[src/rtl/p0011_pkg.sv]
// Shared definitions for the p0011 grid loader, grid RAM and solver.
// Holds grid geometry, ASCII constants, the loader state encoding and
// helpers for classifying stream bytes and sizing the digit accumulator.
package p0011_pkg;

  localparam int unsigned GRID_LEN        = 20;
  localparam int unsigned GRID_CELLS      = GRID_LEN * GRID_LEN;
  localparam int unsigned GRID_ADDR_W     = 9;
  localparam int unsigned GRID_MAX_DIGITS = 3;
  localparam int unsigned GRID_DATA_W     = 8;
  localparam int unsigned CSUM_W          = 16;

  localparam logic [7:0] CH_SP  = 8'h20;
  localparam logic [7:0] CH_TAB = 8'h09;
  localparam logic [7:0] CH_LF  = 8'h0A;
  localparam logic [7:0] CH_CR  = 8'h0D;
  localparam logic [7:0] CH_0   = 8'h30;
  localparam logic [7:0] CH_9   = 8'h39;

  typedef enum logic [1:0] {
    LD_SEP  = 2'd0,
    LD_NUM  = 2'd1,
    LD_DONE = 2'd2,
    LD_ERR  = 2'd3
  } ld_state_e;

  // Accumulator width: enough for max_digits nines, never below 10 bits.
  function automatic int unsigned acc_width(input int unsigned max_digits);
    int unsigned lim;
    int unsigned w;
    lim = 1;
    for (int unsigned i = 0; i < max_digits; i++) lim = lim * 10;
    w = $clog2(lim);
    return (w < 10) ? 10 : w;
  endfunction

  function automatic logic is_digit(input logic [7:0] c);
    return (c >= CH_0) && (c <= CH_9);
  endfunction

  function automatic logic is_sep(input logic [7:0] c);
    return (c == CH_SP) || (c == CH_TAB) || (c == CH_LF) || (c == CH_CR);
  endfunction

endpackage

[src/rtl/p0011_grid_loader_dec_accum.sv]
// Decimal digit accumulator for the grid loader.
// Ports: clk/rst_n; clr (priority clear); push (fold digit in); first (digit
// starts a new number); digit (0..9); acc (registered value);
// acc_next_c (value after folding digit, combinational); dig_ovf_c (pushing
// this digit would exceed MAX_DIGITS, combinational).
module p0011_dec_accum
  import p0011_pkg::*;
#(
  parameter int unsigned MAX_DIGITS = GRID_MAX_DIGITS,
  parameter int unsigned ACC_W      = acc_width(GRID_MAX_DIGITS)
) (
  input  logic             clk,
  input  logic             rst_n,
  input  logic             clr,
  input  logic             push,
  input  logic             first,
  input  logic [3:0]       digit,
  output logic [ACC_W-1:0] acc,
  output logic [ACC_W-1:0] acc_next_c,
  output logic             dig_ovf_c
);

  localparam int unsigned NDIG_W = $clog2(MAX_DIGITS + 1);

  logic [NDIG_W-1:0] ndig;
  logic [ACC_W-1:0]  base;

  // Fold: a first digit starts from zero rather than the stale accumulator.
  always_comb begin
    base       = first ? '0 : acc;
    acc_next_c = base * ACC_W'(10) + ACC_W'(digit);
    dig_ovf_c  = !first && (ndig == NDIG_W'(MAX_DIGITS));
  end

  always_ff @(posedge clk or negedge rst_n) begin
    if (!rst_n) begin
      acc  <= '0;
      ndig <= '0;
    end else if (clr) begin
      acc  <= '0;
      ndig <= '0;
    end else if (push) begin
      acc  <= acc_next_c;
      ndig <= first ? NDIG_W'(1) : ndig + NDIG_W'(1);
    end
  end

endmodule

[src/rtl/p0011_grid_loader.sv]
// p0011 grid loader: parses an ASCII decimal byte stream into LEN*LEN 8-bit
// values and writes them row-major into the grid RAM.
// Ports: clk, rst_n (async active-low); start (restart from address 0);
// s_valid/s_ready/s_data/s_last (byte stream); wr_en/wr_addr/wr_data (RAM
// write port); count (values written); checksum (running sum of values when
// P0011_LOADER_CHECKSUM_EN is defined, else 0); done, error (sticky status).
module p0011_grid_loader
  import p0011_pkg::*;
#(
  parameter int unsigned LEN        = GRID_LEN,
  parameter int unsigned MAX_DIGITS = GRID_MAX_DIGITS,
  parameter int unsigned ADDR_W     = GRID_ADDR_W
) (
  input  logic              clk,
  input  logic              rst_n,
  input  logic              start,
  input  logic              s_valid,
  output logic              s_ready,
  input  logic [7:0]        s_data,
  input  logic              s_last,
  output logic              wr_en,
  output logic [ADDR_W-1:0] wr_addr,
  output logic [7:0]        wr_data,
  output logic [ADDR_W-1:0] count,
  output logic [15:0]       checksum,
  output logic              done,
  output logic              error
);

  localparam int unsigned CELLS = LEN * LEN;
  localparam int unsigned ACC_W = acc_width(MAX_DIGITS);

  ld_state_e         state_q, state_nxt;
  logic              hs;
  logic              acc_clr, acc_push, acc_first, commit, wr_nxt;
  logic [ACC_W-1:0]  acc, acc_next_c, commit_val;
  logic              dig_ovf_c;
  logic [ADDR_W-1:0] count_nxt;

  p0011_dec_accum #(
    .MAX_DIGITS (MAX_DIGITS),
    .ACC_W      (ACC_W)
  ) u_accum (
    .clk        (clk),
    .rst_n      (rst_n),
    .clr        (acc_clr),
    .push       (acc_push),
    .first      (acc_first),
    .digit      (4'(s_data - CH_0)),
    .acc        (acc),
    .acc_next_c (acc_next_c),
    .dig_ovf_c  (dig_ovf_c)
  );

  assign hs = s_valid & s_ready;

  // Next state: classify the accepted byte, then resolve any commit.
  always_comb begin
    state_nxt  = state_q;
    count_nxt  = count;
    acc_clr    = 1'b0;
    acc_push   = 1'b0;
    acc_first  = 1'b0;
    commit     = 1'b0;
    commit_val = acc;
    wr_nxt     = 1'b0;
    if (start) begin
      state_nxt = LD_SEP;
      count_nxt = '0;
      acc_clr   = 1'b1;
    end else if (hs) begin
      case (state_q)
        LD_SEP: begin
          if (is_digit(s_data)) begin
            acc_push  = 1'b1;
            acc_first = 1'b1;
            state_nxt = LD_NUM;
            if (s_last) begin
              commit     = 1'b1;
              commit_val = acc_next_c;
            end
          end else if (is_sep(s_data)) begin
            // Stream ended between numbers without filling the grid.
            if (s_last) state_nxt = LD_ERR;
          end else begin
            state_nxt = LD_ERR;
          end
        end
        LD_NUM: begin
          if (is_digit(s_data)) begin
            if (dig_ovf_c) begin
              state_nxt = LD_ERR;
            end else begin
              acc_push = 1'b1;
              if (s_last) begin
                commit     = 1'b1;
                commit_val = acc_next_c;
              end
            end
          end else if (is_sep(s_data)) begin
            commit    = 1'b1;
            state_nxt = LD_SEP;
          end else begin
            state_nxt = LD_ERR;
          end
        end
        default: ;
      endcase
      if (commit) begin
        if (commit_val > ACC_W'(255)) begin
          state_nxt = LD_ERR;
        end else begin
          wr_nxt    = 1'b1;
          count_nxt = count + ADDR_W'(1);
          if (count_nxt == ADDR_W'(CELLS)) state_nxt = LD_DONE;
          else if (s_last)                 state_nxt = LD_ERR;
          else                             state_nxt = LD_SEP;
        end
      end
      // Committed or abandoned numbers leave the accumulator empty.
      if (commit || (state_nxt == LD_ERR)) acc_clr = 1'b1;
    end
  end

  // State and registered outputs, all decoded from the next state.
  always_ff @(posedge clk or negedge rst_n) begin
    if (!rst_n) begin
      state_q <= LD_SEP;
      s_ready <= 1'b1;
      wr_en   <= 1'b0;
      wr_addr <= '0;
      wr_data <= '0;
      count   <= '0;
      done    <= 1'b0;
      error   <= 1'b0;
    end else begin
      state_q <= state_nxt;
      s_ready <= (state_nxt == LD_SEP) || (state_nxt == LD_NUM);
      wr_en   <= wr_nxt;
      count   <= count_nxt;
      done    <= (state_nxt == LD_DONE);
      error   <= (state_nxt == LD_ERR);
      if (wr_nxt) begin
        wr_addr <= count;
        wr_data <= commit_val[7:0];
      end
    end
  end

`ifdef P0011_LOADER_CHECKSUM_EN
  // Running modulo-2^16 sum of every value written to the RAM.
  always_ff @(posedge clk or negedge rst_n) begin
    if (!rst_n)      checksum <= '0;
    else if (start)  checksum <= '0;
    else if (wr_nxt) checksum <= checksum + 16'(commit_val[7:0]);
  end
`else
  assign checksum = 16'h0;
`endif

endmodule

[config.mk]
export PLATFORM = sky130hd
export DESIGN_NAME = p0011_grid_loader
export DESIGN_NICKNAME = d
export VERILOG_FILES = /design/src/rtl/p0011_pkg.sv /design/src/rtl/p0011_grid_loader_dec_accum.sv /design/src/rtl/p0011_grid_loader.sv
export SDC_FILE = /design/constraint.sdc
export NUM_CORES = 1
export LEC_CHECK = 0
export ABC_AREA = 1
export CORE_ASPECT_RATIO = 0.6
export CORE_UTILIZATION = 40
export DETAILED_ROUTE_END_ITERATION = 8
export PLACE_DENSITY = 0.75
export SLEW_MARGIN = 15
export SYNTH_ARGS = -nofsm -noshare
export SYNTH_HDL_FRONTEND = slang
export SYNTH_SLANG_ARGS = --single-unit
export TNS_END_PERCENT = 30
[constraint.sdc]
create_clock -name clk -period 9.7 [get_ports clk]
set_input_delay 1.94 -clock clk [delete_from_list [all_inputs] [get_ports clk]]
set_output_delay 1.94 -clock clk [all_outputs]
set_load 0.1 [all_outputs]
### After elaboration in Yosys (flattened, before gate mapping)

Cells that the tools add are included.

| word-level totals | value |
|---|---|
| register bits after elaboration | 44 |
| input port bits | 13 |
| word-level logic and storage cells | 103 |

| cells by class | value |
|---|---|
| add/subtract/negate cells | 4 |
| multiply operators | 1 |
| order comparisons | 3 |
| eq/ne operators | 12 |
| muxes and demuxes | 58 |
| bitwise operators | 1 |
| reductions and logical operators | 14 |

Operators by type and width:

| cell | number |
|---|---|
| 10-bit 2-to-1 mux | 9 |
| 9-bit 2-to-1 mux | 4 |
| 2-bit 2-to-1 mux | 17 |
| 8-bit by 4-bit equality test with 1-bit output, second input constant | 3 |
| 1-bit 2-to-1 mux | 22 |
| 10-bit case mux with 2 select lines | 1 |
| 8-bit 2-to-1 mux | 2 |
| 10-bit by 4-bit adder with 10-bit output | 1 |
| 10-bit by 8-bit > comparator with 1-bit output, second input constant | 1 |
| 10-bit by 3-bit multiplier with 9-bit output, second input constant | 1 |
| 9-bit by 1-bit adder with 9-bit output, second input constant | 1 |
| 9-bit equality test, second input constant | 1 |
| 2-bit equality test, second input constant | 4 |
| 8-bit by 6-bit equality test with 1-bit output, second input constant | 1 |
| 8-bit by 6-bit >= comparator with 1-bit output, second input constant | 1 |
| 8-bit by 6-bit less-or-equal comparator with 1-bit output, second input constant | 1 |
| 2-bit nonzero test | 3 |
| 1-bit logical OR | 5 |
| 2-bit by 1-bit equality test with 1-bit output, second input constant | 2 |
| 2-bit zero test | 2 |
| 1-bit case mux with 2 select lines | 2 |
| 2-bit case mux with 2 select lines | 1 |
| 4-bit by 1-bit subtractor with 4-bit output, second input constant | 1 |
| 3-bit AND reduction | 1 |
| 5 further kinds | 6 |

### Depth between registers and ports, before layout

| logic depth | value |
|---|---|
| depth in word-level cells | 26 |
| gate-level depth with buffers | 30 |

### By module

Synthesis repeated with hierarchy kept, for this count alone.

| unflattened totals | value |
|---|---|
| cell total of the unflattened synthesis | 449 |
| area total of the unflattened synthesis | 3,144.3 um^2 |

Modules (own cells, without submodules):

| module | instances | cells an instance | area an instance (um^2) | seq. area each (um^2) |
|---|---|---|---|---|
| p0011_grid_loader | 1 | 264 | 1,935.6 | 802.0 |
| p0011_dec_accum | 1 | 185 | 1,208.7 | 300.3 |

### Worst setup path after synthesis

OpenSTA, ideal clock, no wires.

| timing path | value |
|---|---|
| path type | input-to-reg |
| start | input port s_valid |
| end | register wr_addr[0] |
| setup time | 0.120 ns |
| arrival | 5.155 ns |
| required time | 9.580 ns |
| path slack | 4.425 ns |
| cell stages on the path | 26 |
| buffers on the path | 0 |
| cells stage by stage | nand2_2 nor2_2 nand4_4 clkinv_1 nor2_1 inv_1 nor2_1 nor2_1 ha_1 inv_1 fa_1 nor2_1 nand3_1 a21oi_2 nand2_1 nand2_1 nand3_1 nand2_1 inv_2 nor2_2 nand3_2 nor3_4 inv_2 or2_1 o21ai_1 inv_1 |

| between the ends | value |
|---|---|
| cells in the longest elaborated chain, start to end | 17 |
| elaborated cells between the ends (all ways) | 25 |

RTL lines:

| what | RTL line | text |
|---|---|---|
| start: declaration | p0011_grid_loader.sv:17 | `input logic s_valid,` |
| 1-bit bitwise AND (*) | p0011_grid_loader.sv:55 | `assign hs = s_valid & s_ready;` |
| 1-bit 2-to-1 mux | p0011_grid_loader.sv:71 | `end else if (hs) begin` |
| 1-bit 2-to-1 mux | p0011_grid_loader.sv:67 | `if (start) begin` |
| 10-bit 2-to-1 mux | p0011_grid_loader_dec_accum.sv:30 | `base = first ? '0 : acc;` |
| 10-bit by 3-bit multiplier with 9-bit output | p0011_grid_loader_dec_accum.sv:31 | `acc_next_c = base * ACC_W'(10) + ACC_W'(digit);` |
| 10-bit by 4-bit adder with 10-bit output | p0011_grid_loader_dec_accum.sv:31 |  |
| 10-bit 2-to-1 mux | p0011_grid_loader.sv:78, p0011_grid_loader.sv:95 |  |
| 10-bit 2-to-1 mux | p0011_grid_loader.sv:91 | `if (dig_ovf_c) begin` |
| [... 2 more ...] | n/a |  |
| 10-bit 2-to-1 mux | p0011_grid_loader.sv:71 |  |
| 10-bit 2-to-1 mux | p0011_grid_loader.sv:67 |  |
| 10-bit by 8-bit > comparator with 1-bit output | p0011_grid_loader.sv:110 | `if (commit_val > ACC_W'(255)) begin` |
| 1-bit 2-to-1 mux | p0011_grid_loader.sv:110 |  |
| 1-bit 2-to-1 mux | p0011_grid_loader.sv:109 | `if (commit) begin` |
| 1-bit 2-to-1 mux (*) | p0011_grid_loader.sv:71 |  |
| 1-bit 2-to-1 mux (*) | p0011_grid_loader.sv:67 |  |
| via wr_nxt | p0011_grid_loader.sv:35 | `logic acc_clr, acc_push, acc_first, commit, wr_nxt;` |
| end signal: assignment | p0011_grid_loader.sv:144 | `wr_addr <= count;` |
| end: declaration | p0011_grid_loader.sv:22 | `output logic [ADDR_W-1:0] wr_addr,` |

Mark *: on every way through the listed nets, which the timed path passes. The rest lies on a longest branch. The select of a mux whose other input is x is not followed.
A chain may end at the register's enable or synchronous reset.

### Final worst setup path

| timing path | value |
|---|---|
| start | input port start |
| end | register wr_addr[0] |

| between the ends | value |
|---|---|
| cells in the longest elaborated chain, start to end | 15 |
| elaborated cells between the ends (all ways) | 23 |

RTL lines:

| what | RTL line | text |
|---|---|---|
| start: declaration | p0011_grid_loader.sv:16 | `input logic start,` |
| 1-bit 2-to-1 mux | p0011_grid_loader.sv:67 |  |
| 10-bit 2-to-1 mux | p0011_grid_loader_dec_accum.sv:30 |  |
| 10-bit by 3-bit multiplier with 9-bit output | p0011_grid_loader_dec_accum.sv:31 |  |
| 10-bit by 4-bit adder with 10-bit output | p0011_grid_loader_dec_accum.sv:31 |  |
| 10-bit 2-to-1 mux | p0011_grid_loader.sv:78, p0011_grid_loader.sv:95 |  |
| 10-bit 2-to-1 mux | p0011_grid_loader.sv:91 |  |
| 10-bit 2-to-1 mux | p0011_grid_loader.sv:90 | `if (is_digit(s_data)) begin` |
| 10-bit case mux with 2 select lines | p0011_grid_loader.sv:72 | `case (state_q)` |
| 10-bit 2-to-1 mux | p0011_grid_loader.sv:71 |  |
| 10-bit 2-to-1 mux | p0011_grid_loader.sv:67 |  |
| 10-bit by 8-bit > comparator with 1-bit output | p0011_grid_loader.sv:110 |  |
| 1-bit 2-to-1 mux | p0011_grid_loader.sv:110 |  |
| 1-bit 2-to-1 mux | p0011_grid_loader.sv:109 |  |
| 1-bit 2-to-1 mux | p0011_grid_loader.sv:71 |  |
| 1-bit 2-to-1 mux (*) | p0011_grid_loader.sv:67 |  |
| via wr_nxt | p0011_grid_loader.sv:35 |  |

Marked as above.

==> impl_metrics.json <==
{
  "setup_viol": 0,
  "h-tree-depth": 2,
  "worstPathBufferInverterCount": 6,
  "required_ns": 9.88,
  "drive_gt1_share_pct": 7.42,
  "slowest_stage": "clkdlybuf4s50_1",
  "hold_viol_final": 0,
  "relSlewSlack_pct": 33.3,
  "drt_iter0_markers": 315,
  "cts_hold_buf": 0,
  "startpoint": "start",
  "numCtsBuffers": 5,
  "dpl.hpwl_um": 6760,
  "p_leak_uw": 0.00173,
  "cts_resized": 0,
  "synth_common_cells": "101 x nand2_1, 61 x inv_1, 45 x nor2_1",
  "final_max_slew_viol_count": 0,
  "initial_core_util_pct": 42.4,
  "netlist_area_sq_um": 3170,
  "cpLargestDelayFamily": "simple AND/OR/NAND/NOR gates",
  "cts_buffer_depth": 2,
  "synth_top_area_share_pct": 33.9,
  "clock-sinks": 44,
  "grt_pass1_vias": 2669,
  "wl_per_cell_um": 14.7,
  "cts_tree": "yes",
  "synth_edf_count": 0,
  "viasPerCell": 5.14,
  "dr.pass1.iters": 6,
  "routed-via-count": 3028,
  "clk_latency_ns": 0.29,
  "syn_area_per_cell_sq_um": 7.17,
  "irDropWorstVdd_v": 0.0000902,
  "r2r_slack_ns": 5.07,
  "totalWireLength_um": 8640,
  "ys_ff_latch": 44,
  "period_minus_slack_ns": 6.38,
  "reg2reg_from": "s_ready$_DFF_PN1_",
  "yosysUniqueCellTypes": 39,
  "dieArea_sq_um": 8300,
  "r2r_cells": 26,
  "status": "finished clean",
  "crit_path_end": "wr_addr[0]$_DFFE_PN0P_",
  "gp_congestion": 0.929,
  "ant_nets": 0,
  "grtUsageTotal_pct": 22.0,
  "crit_path_frequent_cell": "nand2_1",
  "cp_max_fo": 34,
  "powerDensity_nw_per_um2": 129,
  "synthCells": 442,
  "yosysWarningCount": 0,
  "rsz0062_at_grt": "no",
  "ios": 59,
  "overflow": 0,
  "root_buffer": "clkbuf_16",
  "yosys.area.top_type": "dfrtp_1",
  "synthTopCellsByArea": "dfrtp_1 34%, nand2_1 12%, inv_1 7.2%, nor2_1 5.3%, o21ai_0 4.9%",
  "r2r-end": "wr_addr[0]$_DFFE_PN0P_",
  "p_total_uw": 486,
  "max_stage_delay_ns": 0.64,
  "hp-class": "flop to flop",
  "max_cap_viol_count": 0,
  "period_share_pct": 65.8,
  "grt_pass1_wl_um": 13700,
  "portBuffers": 42,
  "end_kind": "flop",
  "post_cts_buffers": 0,
  "syn_to_final_growth_pct": 19.2,
  "rows": 24,
  "insertedDiodeCount": 0,
  "setup-tns-final_ns": 0,
  "fmaxAchievable_mhz": 157,
  "fp.dieH_um": 71.0,
  "seq_area_frac_synth_pct": 34.8,
  "drc": 0,
  "crit_cells": 26,
  "cp-start-kind": "input pin",
  "crit_type": "input pin to flop",
  "grt_max_degree": 45,
  "async_reset_ff_share_pct": 100,
  "fin_worst_skew_ns": 0.00807,
  "worstMarginPinSlew_ns": 1.00,
  "core_area_sq_um": 7480,
  "yosysMostFrequentCell": "nand2_1",
  "die_w_um": 117,
  "arrival_ns": 6.56,
  "grt_antenna_before_repair": 0,
  "nets": 511,
  "synth_top_flop_cell": "dfrtp_1",
  "clkSlewWorstSetupHoldPaths_ns": 0.06
}
-- logic make-up after synthesis --
logic type / synth area share, %
XOR/XNOR: 3.87
flip-flops: 34.8
buffers and inverters: 12.9
AO/OA/AOI/OAI: 14.5
adder cells (fa/ha/maj): 6.00
AND/OR/NAND/NOR: 27.8
other: 0.118
-- how the worst min path moves through the flow --
stage,from,to,slack (ns),cells after the start
6_report,wr_addr[7]$_DFFE_PN0P_,wr_addr[7]$_DFFE_PN0P_,0.49,2
4_1_cts,wr_addr[7]$_DFFE_PN0P_,wr_addr[7]$_DFFE_PN0P_,0.50,2
3_3_place_gp,wr_addr[6]$_DFFE_PN0P_,wr_addr[6]$_DFFE_PN0P_,0.48,2
5_1_grt,wr_data[1]$_DFFE_PN0P_,wr_data[1]$_DFFE_PN0P_,0.53,2
2_1_floorplan,u_accum.acc[4]$_DFFE_PN0P_,u_accum.acc[4]$_DFFE_PN0P_,0.54,2
3_5_place_dp,wr_data[4]$_DFFE_PN0P_,wr_data[4]$_DFFE_PN0P_,0.48,2
-- flip-flops by register name, summed over array words and instances, names as in the netlist --
name and cells:
s_ready 1, count 9, u_accum.acc 10, wr_addr 9
u_accum.ndig 2, error 1, done 1, state_q 2
wr_en 1, wr_data 8
-- cells in the final DEF, fill, tap and decap left out, types with 2 or more instances in the layout --
cell             count
nand3_1             25
a21oi_2              3
o21ai_0             31
nor2_4               2
ha_1                12
clkbuf_16            5
o21ai_1             14
xnor2_1              4
xor2_1              10
fa_1                 2
conb_1              16
o21ai_2              2
nand4_1              4
o22ai_1             12
nand3b_1             2
a21oi_1             10
nor2_2               3
inv_1               61
nand2_1            101
clkdlybuf4s50_1     41
dfrtp_1             43
nor2_1              45
nand2_2              5
clkinv_1             2
o21bai_1             2
nand3_2              2
nor3_1               5
inv_2                6
-- power by group --
group / switching (uW) / internal [uW] / total [uW]
clock: 69.1 / 103 / 172
sequential: 4.86 / 189 / 194
combinational: 97.0 / 23.5 / 121
-- through the flow --
step / util [%] / cells / hold WS, ns / instance area, sq um / setup WS (ns)
detailed placement: 48.5 / 581 / 0.484 / 3630 / 3.13
CTS: 50.5 / 589 / 0.498 / 3780 / 3.42
floorplan: - / 457 / 0.536 / 3230 / 4.43
global placement: 48.5 / 581 / 0.481 / 3630 / 3.32
global route: 50.5 / 589 / 0.529 / 3780 / 3.04
finish: 50.5 / 589 / 0.493 / 3780 / 3.32
-- routing by layer --
metal	global-route usage, %	vias to the layer above	wire length (um)
met4	4.22	0	59
met5	0	-	0
met3	6.51	8	944
met2	27.9	163	3310
li1	-	1469	-
met1	35.8	1388	4330
-- tightest hold or removal path, cell delays in order, from the launching register on --
cell and delay (ns):
dfrtp_1 0.34, nand2_1 0.05, o21ai_1 0.06
-- cell type report --
type / count / area (sq um)
Sequential cell: 44 / 1100
Clock buffer: 7 / 143
Inverter: 69 / 259
Timing Repair Buffer: 43 / 423
Clock inverter: 1 / 7.51
Fill cell: 704 / 3700
Tap cell: 104 / 130
Multi-Input combinational cell: 321 / 1710
No activity file was read; power rests on OpenSTA's default activity.
